==> src/rtl/mem_arbiter_pkg.sv <==
// Shared types and constants for the fetch/data memory arbiter.
package mem_arbiter_pkg;

    localparam int unsigned ADDR_W      = 16;
    localparam int unsigned DATA_W      = 16;
    localparam int unsigned TIMEOUT_DEF = 15;
    localparam logic [DATA_W-1:0] ERR_DATA = 16'hFFFF;

    typedef enum logic [1:0] {
        IDLE    = 2'd0,
        SERVE_I = 2'd1,
        SERVE_D = 2'd2,
        RESP    = 2'd3
    } state_t;

    // Command presented to the shared memory while a port is being served.
    typedef struct packed {
        logic              we;
        logic [ADDR_W-1:0] addr;
        logic [DATA_W-1:0] wdata;
    } mem_cmd_t;

endpackage

==> src/rtl/mem_arbiter.sv <==
// Round-robin arbiter sharing one single-ported memory between a fetch port
// and a data port, with a per-access timeout and sticky bus error.
module mem_arbiter
    import mem_arbiter_pkg::*;
#(
    parameter int unsigned TIMEOUT = TIMEOUT_DEF
) (
    input  logic              clk,
    input  logic              reset,
    input  logic              i_req,
    input  logic [ADDR_W-1:0] i_addr,
    output logic [DATA_W-1:0] i_rdata,
    output logic              i_ack,
    input  logic              d_req,
    input  logic              d_we,
    input  logic [ADDR_W-1:0] d_addr,
    input  logic [DATA_W-1:0] d_wdata,
    output logic [DATA_W-1:0] d_rdata,
    output logic              d_ack,
    output logic              mem_req,
    output logic              mem_we,
    output logic [ADDR_W-1:0] mem_addr,
    output logic [DATA_W-1:0] mem_wdata,
    input  logic [DATA_W-1:0] mem_rdata,
    input  logic              mem_ack,
    output logic              err,
    output logic              bus_err
);

    localparam int unsigned CNT_W = $clog2(TIMEOUT + 1);
    localparam logic [CNT_W-1:0] CNT_MAX  = '1;
    localparam logic [CNT_W-1:0] CNT_LAST = CNT_W'(TIMEOUT - 1);

    state_t             state_q, state_d;
    mem_cmd_t           cmd_q, cmd_d;
    logic [CNT_W-1:0]   cnt_q, cnt_d;
    logic               last_d_q, last_d_d;   // 1 when the last grant went to data
    logic               mem_req_q, mem_req_d;
    logic [DATA_W-1:0]  i_rdata_q, i_rdata_d;
    logic [DATA_W-1:0]  d_rdata_q, d_rdata_d;
    logic               i_ack_q, i_ack_d;
    logic               d_ack_q, d_ack_d;
    logic               err_q, err_d;
    logic               bus_err_q, bus_err_d;

    // State and output registers.
    always_ff @(posedge clk or posedge reset) begin
        if (reset) begin
            state_q   <= IDLE;
            cmd_q     <= '0;
            cnt_q     <= '0;
            last_d_q  <= 1'b0;
            mem_req_q <= 1'b0;
            i_rdata_q <= '0;
            d_rdata_q <= '0;
            i_ack_q   <= 1'b0;
            d_ack_q   <= 1'b0;
            err_q     <= 1'b0;
            bus_err_q <= 1'b0;
        end else begin
            state_q   <= state_d;
            cmd_q     <= cmd_d;
            cnt_q     <= cnt_d;
            last_d_q  <= last_d_d;
            mem_req_q <= mem_req_d;
            i_rdata_q <= i_rdata_d;
            d_rdata_q <= d_rdata_d;
            i_ack_q   <= i_ack_d;
            d_ack_q   <= d_ack_d;
            err_q     <= err_d;
            bus_err_q <= bus_err_d;
        end
    end

    // Arbitration, wait counting and completion handling.
    always_comb begin
        logic grant_d;
        logic is_read;
        logic done;
        logic timed_out;
        logic [DATA_W-1:0] rd_val;

        state_d   = state_q;
        cmd_d     = cmd_q;
        cnt_d     = cnt_q;
        last_d_d  = last_d_q;
        mem_req_d = mem_req_q;
        i_rdata_d = i_rdata_q;
        d_rdata_d = d_rdata_q;
        i_ack_d   = 1'b0;
        d_ack_d   = 1'b0;
        err_d     = 1'b0;
        bus_err_d = bus_err_q;
        grant_d   = 1'b0;
        is_read   = (state_q == SERVE_I) || !cmd_q.we;
        done      = 1'b0;
        timed_out = 1'b0;
        rd_val    = mem_rdata;

        unique case (state_q)
            IDLE: begin
                grant_d = d_req && (!i_req || !last_d_q);
                if (grant_d) begin
                    state_d   = SERVE_D;
                    cmd_d     = '{we: d_we, addr: d_addr, wdata: d_wdata};
                    last_d_d  = 1'b1;
                    cnt_d     = '0;
                    mem_req_d = 1'b1;
                end else if (i_req) begin
                    state_d   = SERVE_I;
                    cmd_d     = '{we: 1'b0, addr: i_addr, wdata: '0};
                    last_d_d  = 1'b0;
                    cnt_d     = '0;
                    mem_req_d = 1'b1;
                end
            end
            SERVE_I, SERVE_D: begin
                if (!mem_ack && cnt_q != CNT_MAX) begin
                    cnt_d = cnt_q + CNT_W'(1);
                end
                // An ack landing on the final counted cycle still wins.
                if (mem_ack) begin
                    done = 1'b1;
                end else if (cnt_q == CNT_LAST) begin
                    done      = 1'b1;
                    timed_out = 1'b1;
                    rd_val    = ERR_DATA;
                end
                if (done) begin
                    state_d   = RESP;
                    mem_req_d = 1'b0;
                    err_d     = timed_out;
                    bus_err_d = bus_err_q | timed_out;
                    if (state_q == SERVE_I) begin
                        i_ack_d   = 1'b1;
                        i_rdata_d = rd_val;
                    end else begin
                        d_ack_d = 1'b1;
                        if (is_read) begin
                            d_rdata_d = rd_val;
                        end
                    end
                end
            end
            RESP: begin
                state_d = IDLE;
            end
            default: begin
                state_d = IDLE;
            end
        endcase
    end

    assign mem_req   = mem_req_q;
    assign mem_we    = cmd_q.we;
    assign mem_addr  = cmd_q.addr;
    assign mem_wdata = cmd_q.wdata;
    assign i_rdata   = i_rdata_q;
    assign d_rdata   = d_rdata_q;
    assign i_ack     = i_ack_q;
    assign d_ack     = d_ack_q;
    assign err       = err_q;
    assign bus_err   = bus_err_q;

endmodule

==> config.mk <==
export PLATFORM = sky130hd
export DESIGN_NAME = mem_arbiter
export DESIGN_NICKNAME = d
export VERILOG_FILES = /design/src/rtl/mem_arbiter_pkg.sv /design/src/rtl/mem_arbiter.sv
export SDC_FILE = /design/constraint.sdc
export NUM_CORES = 1
export LEC_CHECK = 0
export ABC_AREA = 1
export CAP_MARGIN = 15
export CELL_PAD_IN_SITES_DETAIL_PLACEMENT = 2
export CELL_PAD_IN_SITES_GLOBAL_PLACEMENT = 2
export CORE_MARGIN = 8
export CORE_UTILIZATION = 26
export DETAILED_ROUTE_END_ITERATION = 8
export GPL_TIMING_DRIVEN = 0
export MAX_ROUTING_LAYER = met4
export PLACE_DENSITY = 0.82
export SYNTH_ARGS = -nofsm -noshare
export SYNTH_HDL_FRONTEND = slang
export SYNTH_SLANG_ARGS = --single-unit
==> constraint.sdc <==
create_clock -name clk -period 3.5 [get_ports clk]
set_input_delay 0.35 -clock clk [delete_from_list [all_inputs] [get_ports clk]]
set_output_delay 0.35 -clock clk [all_outputs]
set_load 0.005 [all_outputs]
==> results of run 1 <==
power by group through the flow:
stage	logic, mW	registers (mW)	clock network (mW)
2_1_floorplan	0.971	1.55	0
3_3_place_gp	2.11	1.54	0
3_5_place_dp	2.20	1.57	0
4_1_cts	2.22	1.57	0.854
5_1_grt	2.39	1.61	0.882
6_report	2.15	1.55	0.827
worst max-delay path: cells and delay by family (launching register included):
kind | cells | cell delay, ps
adders and majority gates | 1 | 270
AOI/OAI and AO/OA | 1 | 200
DFF | 1 | 370
and+or+nand+nor | 4 | 440
buffers and inverters | 2 | 310
cell usage in the layout (no fill, tap or decap), drive strengths merged, types with 3 or more instances in the layout:
cell	n
nor2	27
clkbuf	12
inv	62
nand2	108
clkdlybuf4s50	138
ha	5
o22ai	17
a21oi	4
buf	19
clkinv	3
nand3	27
o21ai	51
dfrtp	77
flip-flops by register name (all words and copies together) (netlist names):
| signal | flops |
|---|---|
| last_d_q | 1 |
| state_q | 2 |
| mem_req | 1 |
| mem_addr | 16 |
| err | 1 |
| mem_we | 1 |
| cnt_q | 4 |
| i_rdata | 16 |
| bus_err | 1 |
| i_ack | 1 |
| d_rdata | 16 |
| mem_wdata | 16 |
| d_ack | 1 |
per-stage QoR:
| step | TNS [ps] | worst slack (ps) | hold WS [ps] | utilization [%] |
|---|---|---|---|---|
| 3_5_place_dp | 0 | 1505 | 470.7 | 38.94 |
| 2_1_floorplan | 0 | 1183 | 427.6 | - |
| 4_1_cts | 0 | 1770 | 287.9 | 40.89 |
| 3_3_place_gp | -17000 | -225.9 | 456.3 | 38.72 |
| 6_report | 0 | 1786 | 291.0 | 40.89 |
| 5_1_grt | 0 | 1671 | 292.1 | 40.89 |
logic make-up after synthesis:
family,count (synthesis)
XOR/XNOR,1
AND/OR/NAND/NOR,165
AO/OA/AOI/OAI,73
flip-flops,77
adder cells (fa/ha/maj),5
buffers and inverters,81
layer usage:
layer / vias to the layer above / GRT usage (%) / part of all wire [%]
met5: - / - / 0
met2: 107 / 25.34 / 49
li1: 1561 / - / -
met3: 8 / 4.201 / 5.4
met1: 1624 / 17.15 / 44
met4: 0 / 3.155 / 0.87
final cells by class:
cell class / instances / area share (%)
multi-input cells: 244 / 22.95
inverters: 62 / 4.327
well taps: 176 / 4.051
repair buffers: 139 / 25.91
plain buffers: 19 / 2.555
clock inverters: 4 / 0.4833
clock buffers: 11 / 4.281
flip-flops and latches: 77 / 35.44
final timing paths:
kind / startpoint / to / slack, ps / cells past startpoint
min reg2reg: bus_err$_DFFE_PP0P_ / bus_err$_DFFE_PP0P_ / 470 / 1
min: reset / mem_wdata[5]$_DFFE_PP0P_ / 290 / 2
max: state_q[1]$_DFFE_PP0P_ / cnt_q[3]$_DFFE_PP0P_ / 1790 / 8
min in group clk: bus_err$_DFFE_PP0P_ / bus_err$_DFFE_PP0P_ / 470 / 1
max in group asynchronous: reset / d_ack$_DFF_PP0_ / 2630 / 3
max reg2reg: state_q[1]$_DFFE_PP0P_ / cnt_q[3]$_DFFE_PP0P_ / 1790 / 8
==> results.txt, run 1 <==
- Among the stages of the critical path, the cell type that occurs most often is nand2_1.
- Unrepaired setup endpoints after global routing: no
- Mean cell area of the mapped netlist: 8.821 sq um
* Vertical die dimension: 132.8 um
- Arrival time of data at the critical path endpoint: 1920 ps
- The worst-case IR drop observed on VDD is 0.2482 mV.
- After clock tree synthesis, the repair step resized 0 gates.
* Pint: about 2.9 mW
* Number of cells produced by synthesis: ~400
* Area of the multi-input gates: 0.001247 sq mm
* Final ANT Viol Nets: 0
- In this run the power spent charging and discharging nets is 1.660 mW.
- TritonCTS created 9 clock buffers.
- Layout overhead on the synthesized area: 53.32%
* Placed standard-cell area: 0.005177 sq mm
- Pin count of the biggest net entering global routing: 70
- The tool flagged a number of max-cap violations equal to 0.
- Vias in the first global route: 3895
* Num Clock Sinks: 77
- # IOs: 140
* Part of the cycle the worst path needs: between 40% and 50%
- Buffers added to address setup during post-CTS repair amount to 0.
* Dominant synthesized flop cell: dfrtp_1
- Number of DRC violations after detailed-routing iteration 0: 135
- Fin nets: ~630
- For this run, design rule violations remaining after detail routing come to 0.
- Longest Clk Path Bufs: 2
* Clock Latency Late Sink: approximately 330 ps
* RePlAce Congestion: 0.7827
- Clock skew on the completed layout was measured at 7.410 ps.
- Number of synthesized flops with an enable pin: 0
- For the pin with the worst max-slew slack, the measured transition is 359.4 ps.
* Drt total wl: around 13000 um
- The worst setup path is of the reg -> reg kind.
- The final count of hold timing violations was 0.
- Global-route wire length before repair: 20640 um
- In the final layout, the share of cells above drive strength 1 is between 10% and 20%.
- STA classifies the critical path startpoint as a flop.
* Vias post-DR: between 3000 and 4000
* CTS Hold Bufs: 0
- Setup violations remaining at the end of the flow were counted as 0.
- Synth cell types: 28
- Dominant cell type by area after synthesis: dfrtp_1
- Initial cell density of the core: about a quarter
- Post-synthesis share of cell area spent on xor and xnor gates: less than 1%
- Wire length per cell after detailed routing: approximately 17 um
- Counting every net in the synthesized netlist gives ~480.
- Multiplexer share of the synthesized area: 0%
- The initial antenna violation count is 0.
* Clock network fraction of total power: a little under a fifth
- Measured against its own limit, the worst slew margin works out to 76.04%.
- Antenna fix cells: 0
- In this run the tool buffered the top-level ports with 138 buffer cells.
- Worst hold path type: in -> async
- FF/Latch Area: 0.001927 sq mm
* Non-filler cells, final: 732
* Total instance count after detailed placement: 717
* Worst Path Max Fanout: 8
* Overall power after layout: approximately 4.5 mW
- Async set-or-reset flop fraction in the synthesized netlist: 100.0%
* Power density relative to cell area: 834.2 mW/mm^2
- For this run, the total global-route usage over all layers was measured as 14.91%.
- The critical path goes through inv_1 > ha_1 > buf_2 > nor2_1 > a21oi_4 > nand2_1 > nand2_1 > nand2_1.
- The synthesized netlist devotes about an eighth of its cell area to compound gates.
* Largest stage delay on the critical path: ~370 ps
* Core area: 0.01330 sq mm
- Dominant cells by area after synthesis: dfrtp_1, nand2_1, inv_1, nand3_1, o21ai_1
- Count leader, synth: nand2_1
* Portion of synthesized cell area occupied by the leading cell type: 54.34%
- Horizontal extent of the die: 132.8 um
- Derived from the worst setup path, the maximum achievable clock frequency is 0.5836 GHz.
- Routed vias/inst: 4.508
- Combinational share of power: 47.5%
* Clock slew at the register clock pins of the worst setup and hold paths: 60 ps
- List of most frequent post-synthesis cells: nand2_1, dfrtp_1, inv_1
- TritonCTS built the clock tree.
* Core Rows: 42
- The analysis attributes to cell leakage a power of about 2.5 nW.
- Share of synthesized cell area in and, or, nand and nor gates: 20.50%
* Final Slew Violations: 0
* Register bit count reported by yosys: 77
* Critical path capture point type: flop
* Fraction of the yosys area taken by sequential cells: 54.34%
- Global routing finished with a remaining overflow of 0.
- Die area: about 0.018 sq mm
- The slowest stage of the critical path belongs to the cell dfrtp_1.
- By area, the combinational part of the netlist is dominated by simple AND/OR/NAND/NOR gates.
* Number of synthesis warnings: 0
- Post-layout minimum cycle time: 1714 ps
* Post-Synth Adder-Cell Area: roughly 1.8%
- In this run the cell area of the synthesized design comes to 0.003546 sq mm.
- Root buffer cell: clkbuf_16
- Net Sw Frac: 36.60%
* Area of all placed cells without fillers: about 0.0054 sq mm
- Outcome: finished clean
* Total half-perimeter wirelength after legalization and detailed placement: 9867 um
- CTS HTree Levels: 3
- At the worst endpoint, the required time is 3710 ps.
* Number of search-and-repair iterations in the first detailed-routing pass: 4
* Part of the total power dissipated in sequential elements: 34.3%
- Fill cells in the final layout number ~1500.
No activity file was read; power rests on OpenSTA's default activity.
==> run 2, diff against run 1 <==
--- a/config.mk
+++ b/config.mk
@@ -10,11 +10,11 @@
 export CELL_PAD_IN_SITES_DETAIL_PLACEMENT = 2
 export CELL_PAD_IN_SITES_GLOBAL_PLACEMENT = 2
 export CORE_MARGIN = 8
-export CORE_UTILIZATION = 26
+export CORE_UTILIZATION = 25
 export DETAILED_ROUTE_END_ITERATION = 8
 export GPL_TIMING_DRIVEN = 0
 export MAX_ROUTING_LAYER = met4
-export PLACE_DENSITY = 0.82
+export PLACE_DENSITY = 0.79
 export SYNTH_ARGS = -nofsm -noshare
 export SYNTH_HDL_FRONTEND = slang
 export SYNTH_SLANG_ARGS = --single-unit
==> constraint.sdc (replaced) <==
create_clock -name clk -period 1.8 [get_ports clk]
set_input_delay 0.18 -clock clk [delete_from_list [all_inputs] [get_ports clk]]
set_output_delay 0.18 -clock clk [all_outputs]
set_load 0.005 [all_outputs]
==> run 2 against run 1 <==
Cell count up 0.82%. Largest cell class unchanged. Via count down 0.52%. Flip-flop and latch count unchanged. Highest routed layer unchanged. Total power up 110%. First-iteration DRC count down 3.0%. Design area up 2.0%.
==> results.txt, run 2 (synthesis results as in run 1) <==
- The mean number of vias per cell was 4.449 (-1.3%).
* Most common cell after layout, fill and taps aside: clkdlybuf4s50_1
* Pin count of the biggest net entering global routing: 41 (-41%)
* Layout cell share with drive strength beyond 1: 11.47% (+0.86 points)
- The data arrival at the endpoint of the critical path is 1850 ps (-70 ps).
- The count of clock tree sinks came to 77 (unchanged).
* Total half-perimeter wirelength after legalization and detailed placement: 9768 um (-1.0%)
- Post-layout minimum cycle time: 1627 ps (-86.63 ps)
- Buffers plus inverters on the worst setup path: 2 (unchanged)
* CTS Hold Bufs: 0 (unchanged)
* # IOs: 140 (unchanged)
* CTS HTree Levels: 3 (unchanged)
- The number of core rows came to 43 (+2.4%).
- The part of the cycle the worst path needs came to 90.38% (+41 points).
* Fin nets: 628 (+0.16%)
- The area growth from synthesis to layout is 56.46%.
- Wire length per cell after detailed routing: 17.23 um (-0.19%)
* Clock slew at the register clock pins of the worst setup and hold paths: 60 ps (about the same)
* Peak VDD IR: 0.4791 mV (+93%)
* Count of unresolved DRC violations after routing: 0 (unchanged)
* Post-CTS Setup Repair Bufs: 0 (unchanged)
- Final hold slack: 79.20 ps (-211.8 ps)
- Unrepaired setup endpoints after global routing: no
- Non-filler cells, final: 738 (+0.82%)
* Final ANT Viol Nets: 0 (unchanged)
* Worst Skew: 8.154 ps (+0.7443 ps)
- Outcome: finished clean
- The critical path in this run is classified as reg -> reg.
* CTS tree: built
* Antenna fix cells: 0 (unchanged)
* Required time at the worst-slack endpoint: 2030 ps (-1680 ps)
* Series of cell instances along the critical path: inv_1 > ha_1 > clkbuf_4 > nor2_1 > a21oi_4 > nand2_1 > nand2_1 > nand2_1
- In the layout the commonest cells are clkdlybuf4s50_1, nand2_1, dfrtp_1.
- The weighted congestion reported at the end of routability-driven placement is 0.7857 (+0.38%).
- The count of max-cap constraint violations came to 0 (unchanged).
- The port buffer count came to 138 (unchanged).
* Final-report hold violation count: 0 (unchanged)
- RR Startpoint: state_q[0]$_DFFE_PP0P_
- Global-route wire length before repair: 20810 um (+0.80%)
* Final Slew Violations: 0 (unchanged)
* Standby leakage power: 2.574 nW (+1.4%)
* Slew at the pin closest to its max-slew limit: 285.2 ps (-74.19 ps)
- The die span in x is 135.1 um (+1.7%).
- The latest clock arrival within the worst-skew pair came to 340 ps (about the same).
- Slowest library cell on the worst path: dfrtp_1
* Final core utilization: 39.97% (-0.92 points)
- The initial antenna violation count was 0 (unchanged).
- Root buffer cell: clkbuf_16
* Vertical die dimension: 135.1 um (+1.7%)
- Vias post-DR: 3283 (-0.52%)
- The number of placed cells counting well taps is 722 (+0.70%).
- The TritonCTS buffer count was 9 (unchanged).
* Largest stage delay on the critical path: 380 ps (about the same)
* Maximum achievable frequency: 0.6147 GHz (+5.3%)
* Die area: 0.01825 sq mm (+3.5%)
* Overflow left after global routing: 0 (unchanged)
- The kind of cell with the highest combined delay along the critical path is simple AND/OR/NAND/NOR gates.
- The detailed-router iteration count before antenna repair is 4 (unchanged).
- The final-report setup violation count came to 0 (unchanged).
- Core area: 0.01388 sq mm (+4.4%)
- The all-layer global routing usage is 14.83% (-0.077 points).
- STA classifies the critical path startpoint as a flop.
- Initial cell density of the core: 25.55% (-1.1 points)
- The aggregate negative setup slack came to 0 ps (unchanged).
- The most critical setup path has its startpoint at state_q[0]$_DFFE_PP0P_.
- The tightest slew margin relative to the limit came to 80.97% (+4.9 points).
- The worst setup path is captured at a flop.
* Longest Clk Path Bufs: 2 (unchanged)
- The iteration-0 DRC count of the detailed router was 131 (-3.0%).
* Worst Path Max Fanout: 8 (unchanged)
* Vias in the first global route: 3908 (+0.33%)
* Power density relative to cell area: 1684 mW/mm^2 (+100%)
- The total wirelength of the detailed-routed design was 12720 um (+0.63%).
- The tightest min-delay check is of the in -> async type.
* Most frequent cell on the critical path: nand2_1
## run 2: power breakdown
group          switching (mW)  leakage, nW  internal, mW
combinational            2.05         1.43          2.16
clock                   0.739        0.163          1.36
sequential              0.514        0.977          2.52
## run 2: what timing repair did
action	CTS	global route
gates resized for setup	0	3
endpoints found under the setup margin	0	4
endpoints found under the hold margin	0	0
## run 2: cell type report
cell class	count	area (sq um)
buffer	19	141.4
clock buffer	10	229.0
clock inverter	6	111.4
fill	1558	8333
inverter	62	240.2
multi-input combinational	244	1252
sequential	77	1927
tap	180	225.2
timing repair buffer	140	1421
## run 2: metrics by stage
step           power [mW]  setup WS, ps  cell area, sq um
6_report            9.341         173.1              5548
5_1_grt             10.05         23.79              5548
4_1_cts             9.533         81.68              5537
3_5_place_dp        7.343        -81.45              5196
3_3_place_gp        7.130        -229.5              5156
2_1_floorplan       4.904         331.2              3550
## run 2: worst register-to-register path, cell delays in order, from the launching register on
cell and delay (ps):
dfrtp_1 380, inv_1 70, ha_1 270, clkbuf_4 220, nor2_1 110, a21oi_4 180
nand2_1 150, nand2_1 90, nand2_1 60
## run 2: routing by layer
metal / wire, um / GRT usage [%] / vias up
li1: - / - / 1564
met1: 5298 / 16.03 / 1616
met2: 6545 / 26.08 / 90
met3: 703 / 3.715 / 13
met4: 169 / 4.812 / 0
met5: 0 / - / -
## run 2: path summary, 6_finish.rpt
path                       slack [ps]  cells after the start                       end
max                               170                      8      cnt_q[2]$_DFFE_PP0P_
min                                80                      2           i_ack$_DFF_PP0_
max reg2reg                       170                      8      cnt_q[2]$_DFFE_PP0P_
min reg2reg                       480                      1       bus_err$_DFFE_PP0P_
max in group asynchronous        1060                      4   mem_addr[1]$_DFFE_PP0P_
min in group clk                  330                      5  mem_addr[13]$_DFFE_PP0P_
==> run 3, diff against run 2 <==
--- a/config.mk
+++ b/config.mk
@@ -11,8 +11,8 @@
 export CELL_PAD_IN_SITES_GLOBAL_PLACEMENT = 2
 export CORE_MARGIN = 8
 export CORE_UTILIZATION = 25
+export CTS_CLUSTER_DIAMETER = 150
 export DETAILED_ROUTE_END_ITERATION = 8
-export GPL_TIMING_DRIVEN = 0
 export MAX_ROUTING_LAYER = met4
 export PLACE_DENSITY = 0.79
 export SYNTH_ARGS = -nofsm -noshare
==> run 3 against run 2 <==
Fmax down 0.73%. Hold slack better by 240 ps. First-iteration DRC count down 15%. Die area unchanged. Utilization down 0.50 points. Clock skew about the same. Worst setup slack worse by 12 ps. Flip-flop and latch count unchanged. Total power down 2.9%. Highest routed layer unchanged.
==> results.txt, run 3 (synthesis results as in run 1) <==
- The weighted congestion reported at the end of routability-driven placement is 0.7614 (-3.1%).
* Longest Clk Path Bufs: 2 (unchanged)
* Number of DRC violations after detailed-routing iteration 0: 111 (-15%)
* Total half-perimeter wirelength after legalization and detailed placement: 9202 um (-5.8%)
- Pin count of the biggest net entering global routing: 78 (+90%)
- Post-layout minimum cycle time: 1639 ps (+12.03 ps)
* Outcome: finished clean
* Non-filler cells, final: 727 (-1.5%)
* Routed vias/inst: 4.413 (-0.81%)
- The part of the cycle the worst path needs is 91.05% (+0.67 points).
- Total global-route track usage: 14.02% (-0.81 points)
- The number of global-route vias before repair came to 3826 (-2.1%).
- Startpoint class of the critical path: flop
- Overall power after layout: 9.067 mW (-2.9%)
- The slowest stage of the critical path belongs to the cell dfrtp_1.
- Series of cell instances along the critical path: inv_1 > ha_1 > nand3_4 > nand2_4 > nand3_4 > buf_4 > nand2_1 > o21ai_1
* Horizontal extent of the die: 135.1 um (unchanged)
* # IOs: 140 (unchanged)
- The initial cell density of the core is 25.55% (unchanged).
- The count of antenna diodes in the layout is 0 (unchanged).
- Worst hold path type: in -> async
* Maximum achievable frequency: 0.6102 GHz (-0.73%)
- Setup CP Type: reg -> reg
- Wire length per cell after detailed routing: 16.69 um (-3.1%)
- Critical path capture point type: flop
- The number of placed cells counting well taps is 711 (-1.5%).
- The tightest slew margin relative to the limit is 71.24% (-9.7 points).
- The count of max-cap constraint violations was 0 (unchanged).
* Required time at the worst-slack endpoint: 2050 ps (+20 ps)
- The area growth from synthesis to layout is 54.48%.
- The vertical die dimension came to 135.1 um (unchanged).
- The number of nets with antenna violations after routing was 0 (unchanged).
- Number of buffers inserted during clock tree synthesis: 9 (unchanged)
- Overflow left after global routing: 0 (unchanged)
* Arrival time of data at the critical path endpoint: 1890 ps (+40 ps)
* Layout cell share with drive strength beyond 1: 9.324% (-2.1 points)
- Die area: 0.01825 sq mm (unchanged)
- Clock Latency Late Sink: 330 ps (about the same)
- Unrepaired setup endpoints after global routing: no
* Slew at the pin closest to its max-slew limit: 431.4 ps (+146.3 ps)
* Worst Path Max Fanout: 32 (+24)
- The power density of the placed cells was 1655 mW/mm^2 (-1.7%).
* Number of antenna violations at the first check in global routing: 0 (unchanged)
- Commonest cells after routing, fill and taps aside: clkdlybuf4s50_1, nand2_1, dfrtp_1
- The number of pins exceeding their max-slew limit in the final report was 0 (unchanged).
- The wire length of the first global-routing pass is 19750 um (-5.1%).
- Number of buffer cells added on primary ports: 139 (+0.72%)
- Count of unresolved DRC violations after routing: 0 (unchanged)
- Worst Skew: 8.614 ps (+0.4602 ps)
* Setup tns final: 0 ps (unchanged)
- The total wirelength of the detailed-routed design was 12130 um (-4.6%).
- The core region area came to 0.01388 sq mm (unchanged).
* CTS tree: built
* Num Clock Sinks: 77 (unchanged)
- The detailed-router iteration count before antenna repair is 4 (unchanged).
* Final-report hold violation count: 0 (unchanged)
* CTS HTree Levels: 3 (unchanged)
- Leaving out fill and tap cells, the most frequent cell in the layout is clkdlybuf4s50_1.
- The leakage power of the design came to 2.528 nW (-1.8%).
* Most frequent cell on the critical path: nand3_4
* Core Rows: 43 (unchanged)
- The clock-pin slew reported for the worst setup and hold paths after clock tree synthesis came to 60 ps (about the same).
- Peak VDD IR: 0.4728 mV (-1.3%)
- The final net count is 618 (-1.6%).
- Root buffer cell: clkbuf_16
- Largest stage delay on the critical path: 430 ps (+50 ps)
- Number of setup violations in the final report: 0 (unchanged)
- Vias post-DR: 3208 (-2.3%)
==> run 3: cell count changes in the layout (fill, tap and decap cells not counted), sizes merged <==
cell	previous run	this run
clkdlybuf4s50	138	139
buf	19	10
clkinvlp	3	2
inv	60	61
clkinv	2	1
bufinv	3	2
clkbuf	12	11
==> run 3: worst max-delay path: cells and delay by family, from the launching register on <==
family	cells	cell delay (ps)
fa+ha+maj	1	230
flops	1	430
buf+inv	2	410
simple gates	4	390
compound gates	1	90
==> run 3: final timing paths <==
kind	cells after the start	start	to	slack, ps
min	3	reset	i_ack$_DFF_PP0_	320
max reg2reg	8	cnt_q[0]$_DFFE_PP0P_	d_rdata[7]$_DFFE_PP0P_	160
max	8	cnt_q[0]$_DFFE_PP0P_	d_rdata[7]$_DFFE_PP0P_	160
max in group asynchronous	3	reset	state_q[1]$_DFFE_PP0P_	1140
min in group clk	3	d_wdata[14]	mem_wdata[14]$_DFFE_PP0P_	420
min reg2reg	2	state_q[1]$_DFFE_PP0P_	state_q[1]$_DFFE_PP0P_	480
==> run 3: timing repair <==
action | 4_1_cts | 5_1_grt
gates resized for setup | 0 | 1
setup buffers | 0 | 1
endpoints found under the setup margin | 0 | 7
hold buffers | 0 | 0
==> run 3: final cells by class <==
type / count / area (sq um)
clock buffer: 11 / 242.7
tap: 180 / 225.2
clock inverter: 4 / 72.57
fill: 1524 / 8403
sequential: 77 / 1927
timing repair buffer: 149 / 1516
inverter: 62 / 236.5
multi-input combinational: 244 / 1257
==> run 3: per-stage QoR <==
step           instance area [sq um]  hold WS [ps]  utilization [%]  worst slack [ps]
4_1_cts                         5455         337.4            39.30             23.36
3_3_place_gp                    5140         467.2            37.03             169.1
2_1_floorplan                   3550         257.6                -             331.2
5_1_grt                         5478         343.1            39.46            0.5953
6_report                        5478         315.4            39.46             161.1
3_5_place_dp                    5140         470.3            37.03             46.71
==> run 3: layer usage <==
layer  wire length, um  up-vias  track usage (%)
met5                 0        -                -
met4               148        0            4.195
met3               699       11            3.938
met2              6292       88            24.98
met1              4993     1569            14.75
li1                  -     1540                -
==> run 3: where the power goes <==
group	internal [mW]	total [mW]	switching [mW]
logic	2.13	4.10	1.97
clock network	1.24	1.93	0.688
registers	2.52	3.04	0.511
